==> src/rtl/reg_dump_reader.sv <==
// Scans a register bank through its read port and formats each address/value
// pair for an eight-digit HEX display, with auto-dwell or push-button stepping.
module reg_dump_reader #(
  parameter int NREG   = 16,
  parameter int ADDR_W = 4,
  parameter int DATA_W = 16,
  parameter int DWELL  = 25000000
) (
  input  logic              clk,
  input  logic              reset,
  input  logic              start,
  input  logic              abort,
  input  logic              step_mode,
  input  logic              next,
  output logic              rd_en,
  output logic [ADDR_W-1:0] rd_addr,
  input  logic [DATA_W-1:0] rd_data,
  output logic [31:0]       display,
  output logic [7:0]        modo,
  output logic              busy,
  output logic              done
);

  localparam int CNT_W = (DWELL > 1) ? $clog2(DWELL) : 1;
  localparam logic [ADDR_W-1:0] LAST     = ADDR_W'(NREG - 1);
  localparam logic [CNT_W-1:0]  CNT_LAST = CNT_W'(DWELL - 1);
  localparam logic [7:0]        MODO_SHOW = 8'b1100_1111;

  typedef enum logic [2:0] {IDLE, REQ, CAPTURE, SHOW, FINISH} state_t;

  state_t            state, state_n;
  logic [ADDR_W-1:0] addr_n;
  logic [31:0]       display_n;
  logic [7:0]        modo_n;
  logic [CNT_W-1:0]  cnt, cnt_n;
  logic [15:0]       data16;
  logic              leave;

  // Narrow banks zero-extend, wide banks show only the low 16 bits.
  assign data16 = 16'(rd_data);

  assign rd_en = (state == REQ);
  assign busy  = (state != IDLE);
  assign done  = (state == FINISH);

  always_ff @(posedge clk or posedge reset) begin
    if (reset) begin
      state   <= IDLE;
      rd_addr <= '0;
      display <= '0;
      modo    <= '0;
      cnt     <= '0;
    end else begin
      state   <= state_n;
      rd_addr <= addr_n;
      display <= display_n;
      modo    <= modo_n;
      cnt     <= cnt_n;
    end
  end

  always_comb begin
    state_n   = state;
    addr_n    = rd_addr;
    display_n = display;
    modo_n    = modo;
    cnt_n     = cnt;
    leave     = 1'b0;
    if (abort && state != IDLE) begin
      // Blank the digits; a capture in flight is simply never taken.
      state_n = IDLE;
      addr_n  = '0;
      modo_n  = '0;
      cnt_n   = '0;
    end else begin
      unique case (state)
        IDLE: begin
          if (start && !abort) begin
            state_n = REQ;
            addr_n  = '0;
          end
        end
        REQ: state_n = CAPTURE;
        CAPTURE: begin
          display_n = {8'(rd_addr), 8'h00, data16};
          modo_n    = MODO_SHOW;
          cnt_n     = '0;
          state_n   = SHOW;
        end
        SHOW: begin
          // Counter freezes while stepping so a switch to auto resumes cleanly.
          if (step_mode) begin
            leave = next;
          end else if (cnt >= CNT_LAST) begin
            leave = 1'b1;
          end else begin
            cnt_n = cnt + 1'b1;
          end
          if (leave) begin
            if (rd_addr == LAST) begin
              state_n = FINISH;
            end else begin
              addr_n  = rd_addr + 1'b1;
              state_n = REQ;
            end
          end
        end
        FINISH: begin
          state_n = IDLE;
          addr_n  = '0;
        end
        default: state_n = IDLE;
      endcase
    end
  end

endmodule

==> config.mk <==
export PLATFORM = sky130hd
export DESIGN_NAME = reg_dump_reader
export DESIGN_NICKNAME = d
export VERILOG_FILES = /design/src/rtl/reg_dump_reader.sv
export SDC_FILE = /design/constraint.sdc
export NUM_CORES = 1
export LEC_CHECK = 0
export BUFFER_PORTS_ARGS = -buffer_cell sky130_fd_sc_hd__clkbuf_2
export CORE_UTILIZATION = 25
export DETAILED_ROUTE_END_ITERATION = 10
export SETUP_SLACK_MARGIN = 0.2
export SLEW_MARGIN = 20
export SYNTH_ARGS = -nofsm -noshare
export SYNTH_HDL_FRONTEND = slang
export SYNTH_SLANG_ARGS = --single-unit
==> constraint.sdc <==
create_clock -name clk -period 2.75 [get_ports clk]
set_input_delay 0.55 -clock clk [delete_from_list [all_inputs] [get_ports clk]]
set_output_delay 0.55 -clock clk [all_outputs]
set_load 0.1 [all_outputs]
==> flow_summary.yaml <==
power_and_ir_drop:
  p_sw_mw: 2.05
  comb_power_share: 0.528
  p_clk_frac: 0.197
  pwr-share-seq: 0.275
  power_density_mw_per_mm2: 1100
  internal_power_mw: 1.63
  ir_drop_v: 0.000838
  swShare: 0.557
  p_leak_nw: 1.45
  total_power_mw: 3.69
floorplan:
  start_util: 0.259
  io_pins: 69
  rows: 38
  core_area_mm2: 0.0109
  die_w_um: 108
  die-area_mm2: 0.0118
  dieHeight_um: 108
cts:
  cts.repair.resized: 0
  tritoncts: "built"
  cts-root-buf: "clkbuf_16"
  cts_made_buffers: 5
  cts.htree.levels: 2
  clk_path_buf_depth: 2
  post_cts_buffers: 0
  holdBufCountCts: 0
  cts.sinks: 53
  clkLatencyLatePin_ns: 0.29
  clk_pin_slew_ns: 0.07
setup_path:
  reg2reg_setup_slack_ns: 0.55
  crit_start: "cnt[0]"
  crit_end: "cnt[12]"
  reg2reg_depth: 6
  path_class: "register to register"
  cp.arrival_ns: 2.40
  critPathRequiredTime_ns: 2.95
  cp_max_fo: 34
  r2r-start: "cnt[0]"
  end_kind: "register"
  startpoint_type: "register"
  r2r_end: "cnt[12]"
route:
  drt_iter0_markers: 78
  drt_first_pass_iters: 4
  via_count: 2327
  wire_per_inst_um: 12.8
  vias_per_cell: 4.87
  routed_wl_um: 6130
  drc_errors: 0
  ant_nets: 0
finish:
  nNetsFinal: 361
  design_area_mm2: 0.00334
  area_delta_synth_final_pct: 17.9
  drive_gt1_frac: 0.278
  antennaDiodeCount: 0
sta:
  fmax_mhz: 454
  worst_pin_slew_ns: 0.549
  slew_viol_final: 0
  final-hold-violation-count: 0
  max_slew_margin: 0.635
  min_period_over_period: 0.801
  period_minus_slack_ns: 2.20
  skew_ns: 0.0101
  fin_tns_setup_ns: 0
  setup_viol: 0
  rsz0062_at_grt: "no"
min_path:
  min_path_type: "input port to async pin"
job:
  maxCapViolCount: 0
global_routing:
  grt_pass1_vias: 2101
  grt_overflow: 0
  grt_use_total: 0.107
  grt_antenna_before_repair: 0
  grt_pass1_wl_um: 10100
  grt_max_degree: 35
synthesis:
  synth_compound_area_frac: 0.148
  synth_fa_ha_area_frac: 0.00883
  syn_area_mm2: 0.00283
  netlist_instances: 290
  ys_seq_area_frac: 0.468
  avgSynthCellArea_um2: 9.77
  ys.flop_type: "dfrtp_1"
  yosys.area_share.simple: 0.191
  async_flop_share: 1.00
  synth_edf_count: 0
  yosysUniqueCellTypes: 45
  ys_seq_elements: 53
  synth_top_family_by_area: "simple AND/OR/NAND/NOR gates"
  yosysWarnings: 0
  yosys.area_share.xor_xnor: 0.00927
  synth.area.mux_share: 0.0905
placement:
  dp_hpwl_um: 4490
  portBuffers: 54
  place_area_mm2: 0.00317
  gp_congestion: 0.790
status:
  status: "finished, final reports clean"
critical path, stage by stage, from the launching register on:
cell and delay [ns]:
dfrtp_1 0.43, ha_1 0.27, and4_4 0.16, a32o_1 0.25, o21a_4 0.32, or4_1 0.52, a21oi_1 0.16
synthesized netlist by cell type (all sizes together) (8+ instances only):
library cell	n	area share
inv	10	0.013
buf	25	0.061
dfrtp	53	0.47
o21ai	19	0.034
mux2	21	0.083
nor2	14	0.019
nand2	23	0.030
nor3	13	0.025
a21oi	18	0.032
or3	8	0.018
nand3	15	0.026
cell type report:
class                   count  area, um^2
fillers                  1142        7590
inverters                  10        37.5
clock inverters             3        48.8
repair buffers             58         300
well taps                 140         175
flip-flops and latches     53        1330
clock buffers               5         125
multi-input cells         209        1330
stage by stage:
step	instances	setup WS, ns	hold slack, ns	utilization
floorplan	303	0.423	0.466	-
global placement	470	0.522	0.490	0.290
detailed placement	470	0.460	0.497	0.290
CTS	478	0.540	0.228	0.305
global route	478	0.448	0.241	0.305
finish	478	0.548	0.212	0.305
layout by cell type, fill, tap and decap left out, types with 2 or more instances in the layout:
master	Yosys	routed
dfrtp_1	53	53
and3_1	3	3
inv_1	10	9
nor4_1	5	5
o31a_1	2	2
and4_4	2	2
nand4_1	6	6
buf_4	20	4
a21oi_1	18	18
ha_1	2	2
nand2b_1	4	4
or2_1	2	2
conb_1	1	14
o31ai_1	3	3
o211ai_1	4	4
nand3b_1	3	3
or3_1	8	8
xor2_1	3	3
clkbuf_16	0	5
o21ai_0	18	18
nor3_2	1	2
nand3_1	15	15
or4_1	3	3
nor3_1	12	11
nand2_1	23	23
clkbuf_2	0	54
o21a_1	3	3
nor2_1	14	14
mux2_2	21	21
mux2i_1	2	2
o41ai_1	5	5
logic make-up (layout without fill, tap and decap cells):
| group | count (synthesis) | in the layout |
|---|---|---|
| other cells | 1 | 14 |
| xor+xnor | 3 | 3 |
| simple gates | 103 | 103 |
| mux | 23 | 23 |
| compound gates | 64 | 64 |
| buf+inv | 41 | 76 |
| flops | 53 | 53 |
| fa+ha+maj | 2 | 2 |
power by group through the flow:
stage	clock (mW)	combinational, mW	sequential, mW
final	0.726	1.95	1.01
after global routing	0.772	2.00	1.04
after CTS	0.746	1.96	1.02
after detailed placement	0	1.96	1.03
after global placement	0	1.95	1.02
after floorplan	0	0.811	1.96
state kept, by name (all words and copies together), names as in the netlist:
name     cells
cnt         25
display     20
modo         1
rd_addr      4
state        3
routing by layer:
layer / global-route usage / vias up / routed length (um)
li1: - / 1125 / -
met1: 0.141 / 1119 / 2830
met2: 0.179 / 76 / 2930
met3: 0.0229 / 7 / 319
met4: 0.0261 / 0 / 53
met5: 0 / - / 0
worst min-delay path by stage:
stage / endpoint / slack, ns / startpoint
5_1_grt: rd_addr[3] / 0.24 / reset
6_report: display[10] / 0.21 / reset
3_3_place_gp: display[12] / 0.49 / display[12]
4_1_cts: display[10] / 0.23 / reset
2_1_floorplan: cnt[5] / 0.47 / cnt[5]
3_5_place_dp: display[7] / 0.50 / display[7]
No activity file was read; power rests on OpenSTA's default activity.
